File: src/rtl/line_sensor_emu_pkg.sv
// ---------------------------------------------------------------------------
// line_sensor_emu_pkg
// Shared types and constants for the line-sensor emulator: sequencer state
// encoding, counter widths, and the noise LFSR seed/tap mask with its step
// function (used only when LINE_SENSOR_EMU_NOISE_EN is defined).
// ---------------------------------------------------------------------------
package line_sensor_emu_pkg;

    localparam int INTEG_W = 21;
    localparam int FRAME_W = 16;

    localparam logic [15:0] LFSR_SEED = 16'hACE1;
    // Taps 16,14,13,11 (1-based) -> bits 15,13,12,10
    localparam logic [15:0] LFSR_TAPS = 16'hB400;

    typedef enum logic [2:0] {
        IDLE,
        INTEG,
        LEAD,
        READOUT,
        EOC
    } state_t;

    // Fibonacci step: shift left, feedback is the parity of the tapped bits.
    function automatic logic [15:0] lfsr_next(input logic [15:0] s);
        return {s[14:0], ^(s & LFSR_TAPS)};
    endfunction

endpackage

File: src/rtl/line_sensor_emu_if.sv
// ---------------------------------------------------------------------------
// line_sensor_emu_if
// Sensor drive / sensor response bundle.
//   SENSOR_CLK, ST          : driven by the FPGA side (master)
//   EOC, TRIG, VIDEO,
//   INTEG_CNT, FRAME_CNT,
//   OVERRUN                 : driven by the emulator (slave)
// Parameter PIX_W sets the VIDEO width.
// ---------------------------------------------------------------------------
interface line_sensor_emu_if
    import line_sensor_emu_pkg::*;
#(
    parameter int PIX_W = 12
);
    logic               SENSOR_CLK;
    logic               ST;
    logic               EOC;
    logic               TRIG;
    logic [PIX_W-1:0]   VIDEO;
    logic [INTEG_W-1:0] INTEG_CNT;
    logic [FRAME_W-1:0] FRAME_CNT;
    logic               OVERRUN;

    modport master (
        output SENSOR_CLK, ST,
        input  EOC, TRIG, VIDEO, INTEG_CNT, FRAME_CNT, OVERRUN
    );

    modport slave (
        input  SENSOR_CLK, ST,
        output EOC, TRIG, VIDEO, INTEG_CNT, FRAME_CNT, OVERRUN
    );
endinterface

File: src/rtl/line_sensor_emu_sync_edge.sv
// ---------------------------------------------------------------------------
// sync_edge
// Two-FF synchroniser followed by a history FF. The level, rise and fall
// outputs are all registered from the same stage so they stay aligned:
// a 0->1 on din shows up on rise three FPGA_CLK edges later, for one cycle.
// Ports:
//   FPGA_CLK  in   clock
//   FPGA_RST  in   synchronous active-high reset
//   din       in   asynchronous input
//   level     out  synchronised level
//   rise      out  one-cycle pulse on 0->1
//   fall      out  one-cycle pulse on 1->0
// ---------------------------------------------------------------------------
module sync_edge (
    input  logic FPGA_CLK,
    input  logic FPGA_RST,
    input  logic din,
    output logic level,
    output logic rise,
    output logic fall
);
    logic sync_p0;
    logic sync_p1;
    logic lvl_p2;
    logic rise_p2;
    logic fall_p2;

    always_ff @(posedge FPGA_CLK) begin
        if (FPGA_RST) begin
            sync_p0 <= 1'b0;
            sync_p1 <= 1'b0;
            lvl_p2  <= 1'b0;
            rise_p2 <= 1'b0;
            fall_p2 <= 1'b0;
        end else begin
            // p0/p1: metastability filter
            sync_p0 <= din;
            sync_p1 <= sync_p0;
            // p2: history and edge detect
            lvl_p2  <= sync_p1;
            rise_p2 <= sync_p1 & ~lvl_p2;
            fall_p2 <= ~sync_p1 & lvl_p2;
        end
    end

    assign level = lvl_p2;
    assign rise  = rise_p2;
    assign fall  = fall_p2;
endmodule

File: src/rtl/line_sensor_emu.sv
// ---------------------------------------------------------------------------
// line_sensor_emu
// Sensor-side responder for the FPGA sensor drive. Samples SENSOR_CLK and
// ST, measures integration (SENSOR_CLK rises with ST high), then plays out
// PIXELS pixels with a one-cycle TRIG each and closes with an EOC pulse.
// Pixel value is the ramp (index + FRAME_CNT) mod 2^PIX_W.
//
// Build option: define LINE_SENSOR_EMU_NOISE_EN to XOR VIDEO[3:0] with a
// 16-bit Fibonacci LFSR that advances once per emitted pixel.
//
// Ports:
//   FPGA_CLK  in  system clock
//   FPGA_RST  in  synchronous active-high reset
//   bus       line_sensor_emu_if.slave (SENSOR_CLK, ST in; EOC, TRIG,
//             VIDEO, INTEG_CNT, FRAME_CNT, OVERRUN out)
// ---------------------------------------------------------------------------
module line_sensor_emu
    import line_sensor_emu_pkg::*;
#(
    parameter int PIXELS    = 1024,
    parameter int LEAD_CLKS = 3,
    parameter int EOC_CLKS  = 2,
    parameter int PIX_W     = 12
) (
    input  logic             FPGA_CLK,
    input  logic             FPGA_RST,
    line_sensor_emu_if.slave bus
);
    localparam int IDX_W  = $clog2(PIXELS);
    localparam int LEAD_W = $clog2(LEAD_CLKS + 1);
    localparam int EOC_W  = $clog2(EOC_CLKS + 1);

    function automatic logic [INTEG_W-1:0] sat_inc(input logic [INTEG_W-1:0] x);
        return (x == {INTEG_W{1'b1}}) ? x : x + INTEG_W'(1);
    endfunction

    function automatic logic [PIX_W-1:0] ramp_value(input logic [IDX_W-1:0]   idx,
                                                     input logic [FRAME_W-1:0] frame);
        logic [31:0] sum;
        sum = 32'(idx) + 32'(frame);
        return sum[PIX_W-1:0];
    endfunction

    logic sclk_lvl, sclk_rise, sclk_fall;
    logic st_lvl, st_rise, st_fall;

    sync_edge u_sync_sclk (
        .FPGA_CLK (FPGA_CLK),
        .FPGA_RST (FPGA_RST),
        .din      (bus.SENSOR_CLK),
        .level    (sclk_lvl),
        .rise     (sclk_rise),
        .fall     (sclk_fall)
    );

    sync_edge u_sync_st (
        .FPGA_CLK (FPGA_CLK),
        .FPGA_RST (FPGA_RST),
        .din      (bus.ST),
        .level    (st_lvl),
        .rise     (st_rise),
        .fall     (st_fall)
    );

    // Only the SENSOR_CLK rise and ST level drive the sequencer.
    logic unused_sync;
    assign unused_sync = &{1'b0, sclk_lvl, sclk_fall, st_rise, st_fall};

    state_t             state_q, state_nxt;
    logic [INTEG_W-1:0] integ_q;
    logic [INTEG_W-1:0] integ_cnt_q;
    logic [LEAD_W-1:0]  lead_q;
    logic [IDX_W-1:0]   pix_idx_q;
    logic [EOC_W-1:0]   eoc_cnt_q;
    logic [FRAME_W-1:0] frame_q;
    logic               trig_q;
    logic               eoc_q;
    logic               overrun_q;
    logic [PIX_W-1:0]   video_q;

    logic               lead_last, pix_last, eoc_last;
    logic               emit, frame_done;
    logic [IDX_W-1:0]   emit_idx;
    logic [PIX_W-1:0]   ramp, pix_val;

    assign lead_last = (lead_q    == LEAD_W'(LEAD_CLKS - 1));
    assign pix_last  = (pix_idx_q == IDX_W'(PIXELS - 1));
    assign eoc_last  = (eoc_cnt_q == EOC_W'(EOC_CLKS - 1));

    // Pixel 0 leaves on the final LEAD rise, before pix_idx_q has been set up.
    assign emit_idx = (state_q == READOUT) ? pix_idx_q : '0;
    assign ramp     = ramp_value(emit_idx, frame_q);

`ifdef LINE_SENSOR_EMU_NOISE_EN
    logic [15:0] lfsr_q, lfsr_adv;

    assign lfsr_adv = lfsr_next(lfsr_q);
    assign pix_val  = ramp ^ PIX_W'(lfsr_adv[3:0]);

    always_ff @(posedge FPGA_CLK) begin
        if (FPGA_RST) begin
            lfsr_q <= LFSR_SEED;
        end else if (emit) begin
            lfsr_q <= lfsr_adv;
        end
    end
`else
    assign pix_val = ramp;
`endif

    always_ff @(posedge FPGA_CLK) begin
        if (FPGA_RST) begin
            state_q <= IDLE;
        end else begin
            state_q <= state_nxt;
        end
    end

    always_comb begin
        state_nxt  = state_q;
        emit       = 1'b0;
        frame_done = 1'b0;
        if (sclk_rise) begin
            unique case (state_q)
                IDLE:    if (st_lvl) state_nxt = INTEG;
                INTEG:   if (!st_lvl) state_nxt = LEAD;
                LEAD: begin
                    if (lead_last) begin
                        state_nxt = READOUT;
                        emit      = 1'b1;
                    end
                end
                READOUT: begin
                    emit = 1'b1;
                    if (pix_last) state_nxt = EOC;
                end
                EOC: begin
                    if (eoc_last) begin
                        state_nxt  = IDLE;
                        frame_done = 1'b1;
                    end
                end
                default: state_nxt = IDLE;
            endcase
        end
    end

    always_ff @(posedge FPGA_CLK) begin
        if (FPGA_RST) begin
            integ_q     <= '0;
            integ_cnt_q <= '0;
            lead_q      <= '0;
            pix_idx_q   <= '0;
            eoc_cnt_q   <= '0;
            frame_q     <= '0;
            trig_q      <= 1'b0;
            eoc_q       <= 1'b0;
            overrun_q   <= 1'b0;
            video_q     <= '0;
        end else begin
            trig_q <= emit;
            if (emit) video_q <= pix_val;

            // EOC comes up the cycle after the last TRIG and drops on the final EOC rise.
            eoc_q <= (state_q == EOC) && !frame_done;

            if (sclk_rise && st_lvl &&
                (state_q == LEAD || state_q == READOUT || state_q == EOC)) begin
                overrun_q <= 1'b1;
            end

            if (sclk_rise) begin
                case (state_q)
                    IDLE: begin
                        if (st_lvl) integ_q <= INTEG_W'(1);
                    end
                    INTEG: begin
                        if (st_lvl) begin
                            integ_q <= sat_inc(integ_q);
                        end else begin
                            integ_cnt_q <= integ_q;
                            lead_q      <= '0;
                        end
                    end
                    LEAD: begin
                        lead_q <= lead_q + LEAD_W'(1);
                        if (lead_last) pix_idx_q <= IDX_W'(1);
                    end
                    READOUT: begin
                        pix_idx_q <= pix_idx_q + IDX_W'(1);
                        if (pix_last) eoc_cnt_q <= '0;
                    end
                    EOC: begin
                        eoc_cnt_q <= eoc_cnt_q + EOC_W'(1);
                        if (eoc_last) frame_q <= frame_q + FRAME_W'(1);
                    end
                    default: ;
                endcase
            end
        end
    end

    assign bus.EOC       = eoc_q;
    assign bus.TRIG      = trig_q;
    assign bus.VIDEO     = video_q;
    assign bus.INTEG_CNT = integ_cnt_q;
    assign bus.FRAME_CNT = frame_q;
    assign bus.OVERRUN   = overrun_q;
endmodule

File: src/flat_wrapper.sv
// flat-port wrapper written by rule: the top's interface ports become plain ports
module line_sensor_emu_flat import line_sensor_emu_pkg::*;
#(
    parameter int PIXELS    = 1024,
    parameter int LEAD_CLKS = 3,
    parameter int EOC_CLKS  = 2,
    parameter int PIX_W     = 12
)
  (FPGA_CLK, FPGA_RST, bus_SENSOR_CLK, bus_ST, bus_EOC, bus_TRIG, bus_VIDEO, bus_INTEG_CNT, bus_FRAME_CNT, bus_OVERRUN);
  line_sensor_emu_if #(.PIX_W(PIX_W)) bus_i ();
  input  logic FPGA_CLK;
  input  logic FPGA_RST;
  input wire logic [$bits(bus_i.SENSOR_CLK)-1:0] bus_SENSOR_CLK;
  input wire logic [$bits(bus_i.ST)-1:0] bus_ST;
  output wire logic [$bits(bus_i.EOC)-1:0] bus_EOC;
  output wire logic [$bits(bus_i.TRIG)-1:0] bus_TRIG;
  output wire logic [$bits(bus_i.VIDEO)-1:0] bus_VIDEO;
  output wire logic [$bits(bus_i.INTEG_CNT)-1:0] bus_INTEG_CNT;
  output wire logic [$bits(bus_i.FRAME_CNT)-1:0] bus_FRAME_CNT;
  output wire logic [$bits(bus_i.OVERRUN)-1:0] bus_OVERRUN;
  assign bus_i.SENSOR_CLK = bus_SENSOR_CLK;
  assign bus_i.ST = bus_ST;
  assign bus_EOC = bus_i.EOC;
  assign bus_TRIG = bus_i.TRIG;
  assign bus_VIDEO = bus_i.VIDEO;
  assign bus_INTEG_CNT = bus_i.INTEG_CNT;
  assign bus_FRAME_CNT = bus_i.FRAME_CNT;
  assign bus_OVERRUN = bus_i.OVERRUN;
  line_sensor_emu #(.PIXELS(PIXELS), .LEAD_CLKS(LEAD_CLKS), .EOC_CLKS(EOC_CLKS), .PIX_W(PIX_W)) u_core (.FPGA_CLK(FPGA_CLK), .FPGA_RST(FPGA_RST), .bus(bus_i));
endmodule
File: config.mk
export PLATFORM = sky130hd
export DESIGN_NAME = line_sensor_emu_flat
export DESIGN_NICKNAME = d
export VERILOG_FILES = /design/src/rtl/line_sensor_emu_pkg.sv /design/src/rtl/line_sensor_emu_if.sv /design/src/rtl/line_sensor_emu_sync_edge.sv /design/src/rtl/line_sensor_emu.sv /design/src/flat_wrapper.sv
export SDC_FILE = /design/constraint.sdc
export NUM_CORES = 1
export LEC_CHECK = 0
export BUFFER_PORTS_ARGS = -buffer_cell sky130_fd_sc_hd__buf_2
export CAP_MARGIN = 10
export CORE_UTILIZATION = 35
export DETAILED_ROUTE_END_ITERATION = 12
export GPL_ROUTABILITY_DRIVEN = 0
export GPL_TIMING_DRIVEN = 0
export PLACE_DENSITY_LB_ADDON = 0.1
export SYNTH_ARGS = -nofsm -noshare
export SYNTH_HDL_FRONTEND = slang
export SYNTH_SLANG_ARGS = --single-unit
File: constraint.sdc
create_clock -name FPGA_CLK -period 3.8 [get_ports FPGA_CLK]
set_input_delay 0.19 -clock FPGA_CLK [delete_from_list [all_inputs] [get_ports FPGA_CLK]]
set_output_delay 0.19 -clock FPGA_CLK [all_outputs]
set_load 0.01 [all_outputs]
# Word-level counts from Yosys, hierarchy flattened
# Cells that the tools add are included.
# totals
output_inout_bits	52
regBits	97
# classes
n_reduce_logical	18
eq_ne	15
add_sub_neg	6
n_mux	23
bitwise_logic	3
# op_table
operator	n
2-to-1 mux 21 bit	3
one-hot mux 21 bit (2 select lines)	1
adder 21 x 1 -> 21 bit (second input constant)	1
equality test 21 bit (second input constant)	1
2-to-1 mux 10 bit	2
one-hot mux 10 bit (2 select lines)	1
adder 16 x 1 -> 16 bit (second input constant)	1
2-to-1 mux 3 bit	5
one-hot mux 3 bit (5 select lines)	1
AND reduction 3 bit	5
adder 10 x 12 -> 12 bit	1
adder 10 x 1 -> 10 bit (second input constant)	1
equality test 10 bit (second input constant)	1
!= test 2 bit (second input constant)	4
one-hot mux 2 bit (2 select lines)	2
nonzero test 2 bit	4
equality test 3 x 2 -> 1 bit (second input constant)	2
!= test 2 x 1 -> 1 bit (second input constant)	3
AND reduction 6 bit	1
2-to-1 mux 1 bit	5
AND reduction 5 bit	1
adder 2 x 1 -> 2 bit (second input constant)	2
2-to-1 mux 2 bit	2
equality test 3 x 1 -> 1 bit (second input constant)	1
other kinds (10)	14

# Longest topological paths before layout
# Gate-level depths: netlist (run 1).
# logic_depth
depth_word	6
ltp_mapped	13
mapped_depth_nobuf	10

# Hierarchy
# Synthesis (run 1) repeated with hierarchy kept, for this count alone.
# hier_totals
hier_cells	571
area_unflattened_um2	4621.9
# by_module_without_submodules
mod	cells_each	area_per_inst_um2	n_inst
line_sensor_emu	551	4354.2	1
sync_edge	10	133.9	2

# Least setup slack after synthesis (run 1)
# OpenSTA, ideal clock, no wires.
# synth_path
kind	flip-flop to flip-flop
from	reg u_core.state_q[1]
to	reg u_core.video_q[10], in the netlist u_core.bus.VIDEO[10]
arrival_ps	2604
slack_ps	1073
setup_time_ps	123
n_path_buf	3
stages_incl_launch_ff	14
synth_period_minus_slack_ps	2727
path_cell_list	dfxtp_1 > clkbuf_1 > and3b_1 > clkbuf_1 > clkbuf_1 > and2_1 > ha_1 > inv_1 > fa_1 > nor2b_1 > o2111ai_1 > a21oi_1 > nor4_1 > nand3b_1
# synth_via
elab_chain_cells	3
elab_cells_between_ends	6
classes_between	add/sub (1); eq/ne (2); mux (3)
# synth_lines
element	line_no	text
start: declaration	line_sensor_emu.sv:69	state_t state_q, state_nxt;
start signal: assignment	line_sensor_emu.sv:115	state_q <= state_nxt;
equality test 3 x 2 -> 1 bit, on equally long branches	line_sensor_emu.sv:91, line_sensor_emu.sv:124	
2-to-1 mux 10 bit / one-hot mux 1 bit (2 select lines) (equally long branches)	line_sensor_emu.sv:91, line_sensor_emu.sv:124	
adder 10 x 12 -> 12 bit / 2-to-1 mux 1 bit (equally long branches)	line_sensor_emu.sv:40, line_sensor_emu.sv:123	
end signal: assignment	line_sensor_emu.sv:162	if (emit) video_q <= pix_val;
end: declaration	line_sensor_emu.sv:79	logic [PIX_W-1:0] video_q;
# Several ways; a longest one is shown, not always the timed one.
# A chain may end at the register's enable or synchronous reset.

# Worst setup path in the final report (run 1)
# layout_path
from	reg u_core.state_q[1]
to	reg u_core.video_q[8], in the netlist u_core.bus.VIDEO[8]
# The elaborated chain is that of the path after synthesis.

==> results of run 1 <==
worst max-delay path, stage by stage (launching register included):
cell and delay (ns):
dfxtp_1 0.32, clkbuf_1 0.33, and3b_1 0.21, clkbuf_1 0.24
clkbuf_1 0.31, and2_1 0.18, ha_1 0.18, inv_1 0.06
fa_1 0.40, nor2b_1 0.18, o2111ai_1 0.21, nand3_1 0.15
a21oi_1 0.08, o41ai_1 0.26
path summary, 6_finish.rpt:
kind / start / endpoint / slack [ns] / cells past startpoint
max: u_core.state_q[1] / u_core.bus.VIDEO[8] / 0.57 / 13
max reg2reg: u_core.state_q[1] / u_core.bus.VIDEO[8] / 0.57 / 13
min: bus_ST / u_core.u_sync_st.sync_p0 / 0.05 / 2
min reg2reg: u_core.u_sync_sclk.level / u_core.u_sync_sclk.rise / 0.40 / 1
flip-flops by register name (all words and copies together), names as in the netlist:
| name | count |
|---|---|
| u_core.bus.INTEG_CNT | 21 |
| u_core.integ_q | 21 |
| u_core.bus.FRAME_CNT | 16 |
| u_core.bus.VIDEO | 12 |
| u_core.pix_idx_q | 10 |
| u_core.state_q | 3 |
| u_core.eoc_cnt_q | 2 |
| u_core.lead_q | 2 |
| u_core.bus.EOC | 1 |
| u_core.bus.OVERRUN | 1 |
| u_core.bus.TRIG | 1 |
| u_core.u_sync_sclk.level | 1 |
| u_core.u_sync_sclk.rise | 1 |
| u_core.u_sync_sclk.sync_p0 | 1 |
| u_core.u_sync_sclk.sync_p1 | 1 |
| u_core.u_sync_st.level | 1 |
| u_core.u_sync_st.sync_p0 | 1 |
| u_core.u_sync_st.sync_p1 | 1 |
cell type report:
| cell class | instances | share of cell area |
|---|---|---|
| clock inverter | 4 | 0.00928 |
| buffer | 42 | 0.0309 |
| inverter | 13 | 0.00861 |
| sequential | 97 | 0.343 |
| clock buffer | 12 | 0.0435 |
| timing repair buffer | 54 | 0.0477 |
| multi-input combinational | 450 | 0.478 |
| tap | 176 | 0.0389 |
report_power, final:
group          switching, uW  internal (uW)
registers               2.43           1020
clock network            397            530
logic                   37.9           10.7
total                    438           1560
Yosys cell counts, types with 9 or more instances:
library cell | number | area, um^2
inv_1 | 13 | 48.8
xor2_1 | 13 | 114
and3_1 | 10 | 62.6
nand4_1 | 15 | 93.8
ha_1 | 15 | 188
nand2_1 | 80 | 300
a21oi_1 | 59 | 295
o21ai_0 | 15 | 75.1
nor3_1 | 13 | 65.1
and2_1 | 14 | 87.6
nor2b_1 | 9 | 56.3
xnor2_1 | 10 | 87.6
nor2_1 | 56 | 210
nand3_1 | 29 | 145
clkbuf_1 | 30 | 113
dfxtp_1 | 97 | 1940
logic make-up (layout without fill, tap and decap cells):
kind of cell | count (synthesis) | after routing | share of synthesized area
simple gates | 271 | 271 | 0.283
compound gates | 137 | 137 | 0.183
flops | 97 | 97 | 0.398
buf+inv | 55 | 125 | 0.0459
xor+xnor | 23 | 23 | 0.0413
fa+ha+maj | 16 | 16 | 0.0426
mux | 3 | 3 | 0.00616
per-layer routing:
layer,GRT usage,vias up
met4,0.0977,0
met2,0.342,98
met1,0.241,2232
met5,0,-
li1,-,2303
met3,0.0409,15
metrics by stage:
| stage | worst slack [ns] | area, um^2 |
|---|---|---|
| finish | 0.569 | 5660 |
| global route | 0.142 | 5660 |
| CTS | 0.551 | 5660 |
| detailed placement | 0.617 | 5370 |
| global placement | 0.629 | 5370 |
| floorplan | 1.07 | 4870 |
layout by cell type (no fill, tap or decap), types with 5 or more instances in the layout:
cell / count
o311ai_0: 5
nor4_1: 7
o21ai_0: 15
a31oi_1: 8
o31ai_1: 8
nand3_1: 29
clkbuf_1: 32
nor2b_1: 9
nor2_1: 56
nor3_1: 13
ha_1: 15
and4_1: 5
and3_1: 10
nand4_1: 15
inv_1: 13
dfxtp_1: 97
a21o_1: 6
buf_2: 61
xnor2_1: 10
and2_1: 14
clkbuf_16: 9
or3_1: 8
a21oi_1: 59
nand2_1: 80
xor2_1: 13
o41ai_1: 6
==> impl_metrics.ini, run 1 <==
[sta]
finalHoldViolCount = 0
slew_headroom = 0.500
finalCritPeriodShare = 0.850
tightest_slew_ns = 0.748
slew_violations = 0
clock-skew-final_ns = 0.00728
setup_tns_ns = 0
hold-worst-slack_ns = 0.0521
fmax_ghz = 0.309
rsz0062_at_grt = false
setup_viol = 0
fin_crit_ns = 3.23

[clock_tree]
cts_setup_buffers = 0
cts_resized = 0
cts.sinks = 97
path_clk_slew_ns = 0.07
cts_buffers = 9
clock-root-buffer = clkbuf_16
cts_tree = done
clk_latency_ns = 0.35
clockBufferDepth = 2
cts_hold_buf = 0
cts_htree_levels = 3

[layout]
syn_to_final_growth_pct = 16.2
finalNonFillerCells = 848
fin_nets = 687
utilization = 0.423
multi_input_area_mm2 = 0.00271
regArea_mm2 = 0.00194
diodes = 0
fill_cells = 1408
drive_gt1_frac = 0.134

[pwr]
power_leakage_uw = 0.00216
vdd_drop_max_v = 0.000309
p_total_uw = 2000
power_density_mw_per_mm2 = 353

[die]
fp-row-count = 42
initial_core_util = 0.364
die_y_um = 120
die_w_um = 120
fp.coreArea_mm2 = 0.0134
fp.dieArea_mm2 = 0.0144
ios = 56

[synthesis]
synthArstFlopShare = 0
avgSynthCellArea_um2 = 8.10
synth-seq-area-share = 0.398
syn_inst = 602
ys.flop_type = dfxtp_1
synth_nets = 622
yosysUniqueCellTypes = 62
netlist_area_mm2 = 0.00487
ys_ff_latch = 97
ys_warn_count = 0
synth_edf_count = 0

[setup_path]
critPathMaxFanout = 10
required_ns = 4.04
cp-start-kind = flop
cp-end-kind = flop
crit_type = reg2reg
worstPathArrival_ns = 3.47

[detailed_routing]
ant_nets = 0
maxUsedRoutingLayer = met4
via_count = 4648
route.met2.wl_um = 6680
wl_met1_um = 6200
wl_met3_um = 548
wl_per_cell_um = 16.2
finalWirelength_um = 13700
dr.pass1.iters = 4
drcViolationCount = 0
via_per_inst = 5.48
first_iter_violations = 328

[global_routing]
grt_pass1_vias = 4429
overflow = 0
grt_antenna_before_repair = 0
grt_max_degree = 16
grt_pass1_wl_um = 22500
track_usage = 0.201

[placement]
portBuffers = 54
dp_cells = 832
dp_hpwl_um = 9880

[run]
cap_violations = 0

[hold_path]
hp-class = in2reg

[outcome]
status = finished clean
No activity file was read; power rests on OpenSTA's default activity.
==> run 2, diff against run 1 <==
CORE_ASPECT_RATIO = 1.1   (was default)
PLACE_DENSITY = 0.58   (was default)
PLACE_DENSITY_LB_ADDON = default   (was 0.1)
SYNTH_HIERARCHICAL = 1   (was default)
==> impl_metrics.ini, run 2 <==
[die]
die_y_um = 121
ios = 56
fp.dieArea_mm2 = 0.0134
die_w_um = 111
initial_core_util = 0.359
fp-row-count = 43
fp.coreArea_mm2 = 0.0126

[sta]
slew_violations = 0
rsz0062_at_grt = false
clock-skew-final_ns = 0.00702
fmax_ghz = 0.316
slew_headroom = 0.521
finalHoldViolCount = 0
setup_viol = 0
worst_slack_ns = 0.631
finalCritPeriodShare = 0.834
tightest_slew_ns = 0.700
fin_crit_ns = 3.17
setup_tns_ns = 0

[pwr]
seq_power_share = 0.482
combPwrFrac = 0.026
p_switching_uw = 427
p_total_uw = 2120
internal-power_uw = 1700
power_density_mw_per_mm2 = 396
p_clk_frac = 0.492
power_leakage_uw = 0.00204
sw_frac_of_total = 0.201
vdd_drop_max_v = 0.000372

[hold_path]
whs_path_depth = 2
hp-start = bus_ST
hp-class = in2reg
min_to = u_core/u_sync_st/sync_p0

[layout]
diodes = 0
regArea_mm2 = 0.00194
layout_common_cells = nand2_1 (97), dfxtp_1 (97), buf_2 (56), nor2_1 (54), a21oi_1 (51)
fin_area_mm2 = 0.00536
multi_input_area_mm2 = 0.00243
fin_nets = 651
utilization = 0.424
drive_gt1_frac = 0.127
fill_cells = 1310
syn_to_final_growth_pct = 18.0

[global_routing]
grt_pass1_vias = 3991
grt_pass1_wl_um = 19000
met2_usage = 0.316
met1_usage = 0.205
grt_max_degree = 16
grt-busiest-layer = met2
track_usage = 0.181
grt_antenna_before_repair = 0
grt_use_met3 = 0.0300
overflow = 0

[setup_path]
r2r-end = u_core/bus.VIDEO[8]
worstPathArrival_ns = 3.46
path_buf_inv = 2
critPathMaxFanout = 10
rr_startpoint = u_core/state_q[2]
cp_slowest_cell = a2111oi_0
reg2reg_slack_ns = 0.63
cp-end-kind = flop
cp-start-kind = flop
max_stage_delay_ns = 0.71
required_ns = 4.09
critical-path-top-delay-family = compound AO/OA/AOI/OAI gates
r2r_cells = 11
crit_type = reg2reg
crit_chain = buf_6 > and2b_1 > clkbuf_1 > and3_1 > ha_1 > fa_1 > a21oi_1 > o21ai_0 > a2111oi_0 > o2111ai_1 > nand3_1

[clock_tree]
clock-root-buffer = clkbuf_16
cts_hold_buf = 0
path_clk_slew_ns = 0.07
clockBufferDepth = 2
cts_resized = 0
clk_latency_ns = 0.35
cts_htree_levels = 3
cts_tree = done
cts.sinks = 97
cts_buffers = 9
cts_setup_buffers = 0

[placement]
placed_cell_area_mm2 = 0.00501
dp_hpwl_um = 8580
place_worst_setup_slack_ns = 0.711
portBuffers = 55

[outcome]
status = finished clean

[detailed_routing]
drcViolationCount = 0
via_count = 4242
wl_per_cell_um = 14.8
dr.pass1.iters = 5
finalWirelength_um = 11800
ant_nets = 0
first_iter_violations = 174
via_per_inst = 5.35

[synthesis]
syn_inst = 565
synth_nets = 585
ys_warn_count = 6
netlist_area_mm2 = 0.00454
avgSynthCellArea_um2 = 8.03

[run]
cap_violations = 0
-- run 2: layer usage --
metal | up-vias | wire length (um)
li1 | 2119 | -
met2 | 128 | 5720
met1 | 1963 | 4920
met5 | - | 0
met3 | 32 | 622
met4 | 0 | 497
-- run 2: metrics by stage --
step | hold WS, ns | std cells
2_1_floorplan | 0.262 | 565
3_3_place_gp | 0.380 | 777
3_5_place_dp | 0.390 | 777
4_1_cts | 0.0354 | 793
5_1_grt | 0.0611 | 793
6_report | 0.0485 | 793
-- run 2: how the worst max path moves through the flow --
| stage | to | from | depth (start not counted) | slack, ns |
|---|---|---|---|---|
| after floorplan | u_core/bus.VIDEO[8] | u_core/state_q[2] | 11 | 1.16 |
| after global placement | u_core/bus.VIDEO[8] | u_core/state_q[2] | 11 | 0.84 |
| after detailed placement | u_core/bus.VIDEO[8] | u_core/state_q[2] | 11 | 0.71 |
| after CTS | u_core/bus.VIDEO[8] | u_core/state_q[2] | 11 | 0.69 |
| after global routing | u_core/bus.VIDEO[8] | u_core/state_q[2] | 11 | 0.35 |
| final | u_core/bus.VIDEO[8] | u_core/state_q[2] | 11 | 0.63 |
-- run 2: area by class of cell --
cell class,instances,area share
repair buffers,55,0.0514
well taps,157,0.0367
flip-flops and latches,97,0.363
clock buffers,11,0.0453
multi-input cells,429,0.455
plain buffers,27,0.0220
clock inverters,5,0.0192
inverters,12,0.00841
-- run 2: power groups by stage --
stage	registers, uW	logic (uW)	clock network (uW)
2_1_floorplan	1050	36.0	0
3_3_place_gp	1050	53.9	0
3_5_place_dp	1050	55.0	0
4_1_cts	1020	55.3	1080
5_1_grt	1020	61.5	1120
6_report	1020	55.0	1040
==> run 3, diff against run 2 <==
PLACE_DENSITY = 0.59   (was 0.58)
clock period = 2.8 ns   (was 3.8 ns; I/O delays follow)
==> impl_metrics.ini, run 3 (same netlist as run 2, synthesis figures left out) <==
[outcome]
status = finished clean

[die]
ios = 56
die_w_um = 111
fp.dieArea_mm2 = 0.0134
die_y_um = 121
fp-row-count = 43
fp.coreArea_mm2 = 0.0126
initial_core_util = 0.359

[setup_path]
required_ns = 3.04
worstPathArrival_ns = 2.93
rr_startpoint = u_core/state_q[2]
cp-start-kind = flop
critPathMaxFanout = 10
cp-end-kind = flop
critPathLaunch = u_core/state_q[2]
crit_type = reg2reg

[sta]
slew_headroom = 0.512
slew_violations = 0
rsz0062_at_grt = true
fmax_ghz = 0.372
worst_slack_ns = 0.110
finalHoldViolCount = 0
fin_crit_ns = 2.69
tightest_slew_ns = 0.729
clock-skew-final_ns = 0.00808
finalCritPeriodShare = 0.961
hold-worst-slack_ns = 0.0118
setup_viol = 0

[layout]
regArea_mm2 = 0.00194
fin_nets = 652
utilization = 0.422
multi_input_area_mm2 = 0.00246
drive_gt1_frac = 0.132
syn_to_final_growth_pct = 17.4
layout_common_cells = nand2_1 (97), dfxtp_1 (97), buf_2 (56), nor2_1 (54), a21oi_1 (50)
fin_area_mm2 = 0.00533
fill_cells = 1286
diodes = 0

[run]
cap_violations = 0

[pwr]
sw_frac_of_total = 0.214
combPwrFrac = 0.029
p_total_uw = 2640
vdd_drop_max_v = 0.000344
p_clk_frac = 0.445
internal-power_uw = 2080
power_density_mw_per_mm2 = 495
power_leakage_uw = 0.00202
p_switching_uw = 565
seq_power_share = 0.526

[detailed_routing]
finalWirelength_um = 11800
wl_per_cell_um = 14.9
ant_nets = 0
first_iter_violations = 235
via_per_inst = 5.33
dr.pass1.iters = 5
via_count = 4229
drcViolationCount = 0

[placement]
portBuffers = 55
dp_hpwl_um = 8550
place_worst_setup_slack_ns = -0.231
placed_cell_area_mm2 = 0.00501

[global_routing]
grt_pass1_vias = 3973
track_usage = 0.180
overflow = 0
grt_pass1_wl_um = 18900
grt_max_degree = 15
grt_antenna_before_repair = 0

[clock_tree]
cts_htree_levels = 3
clk_latency_ns = 0.35
path_clk_slew_ns = 0.06
cts_setup_buffers = 0
cts_buffers = 9
clock-root-buffer = clkbuf_16
cts_tree = done
clockBufferDepth = 2
cts.sinks = 97

[hold_path]
hp-class = in2reg
hp-start = bus_SENSOR_CLK
[run 3: worst max-delay path: stages (launching register included)]
cell and delay, ns:
dfxtp_1 0.31, buf_6 0.13, and2b_1 0.20, clkbuf_1 0.25, and3_1 0.22, ha_1 0.20
fa_1 0.24, a21oi_2 0.08, o21ai_2 0.21, nand3_1 0.14, a2111oi_0 0.41, a31oi_1 0.07
o311ai_0 0.12
[run 3: cell type report]
class,instances,area share
clock buffers,13,0.0507
multi-input cells,429,0.462
clock inverters,2,0.00235
inverters,12,0.00845
plain buffers,27,0.0223
repair buffers,56,0.0535
flip-flops and latches,97,0.364
well taps,157,0.0368
[run 3: metrics by stage]
step                cells  TNS [ns]
floorplan             565         0
global placement      777    -0.171
detailed placement    777    -0.231
CTS                   793         0
global route          793         0
finish                793         0
[run 3: power by group through the flow]
stage / Combinational, uW / Sequential, uW / Clock, uW
floorplan: 48.8 / 1420 / 0
global placement: 73.0 / 1420 / 0
detailed placement: 74.8 / 1420 / 0
CTS: 75.8 / 1390 / 1220
global route: 82.7 / 1390 / 1270
finish: 75.4 / 1390 / 1180
[run 3: path summary, 6_finish.rpt]
path,end,slack (ns),cells past startpoint
worst max-delay path,u_core/bus.VIDEO[10],0.11,12
worst max register to register,u_core/bus.VIDEO[10],0.11,12
worst min-delay path,u_core/u_sync_sclk/sync_p0,0.01,2
worst min register to register,u_core/u_sync_sclk/rise,0.39,1
[run 3: repair_timing]
| action | 4_1_cts | 5_1_grt |
|---|---|---|
| pin swaps | 1 | 1 |
| cloned | 0 | 0 |
| gates resized for setup | 3 | 5 |
| hold buffers | 1 | 0 |
| endpoints found under the hold margin | 1 | 0 |
| setup endpoints to repair | 1 | 5 |
[run 3: metal layers]
layer  vias to the layer above  global-route usage  wire length [um]
met5                         -                   0                 0
met2                       111               0.319              5820
met4                         0               0.103               390
li1                       2117                   -                 -
met1                      1974               0.201              5040
met3                        27              0.0345               535
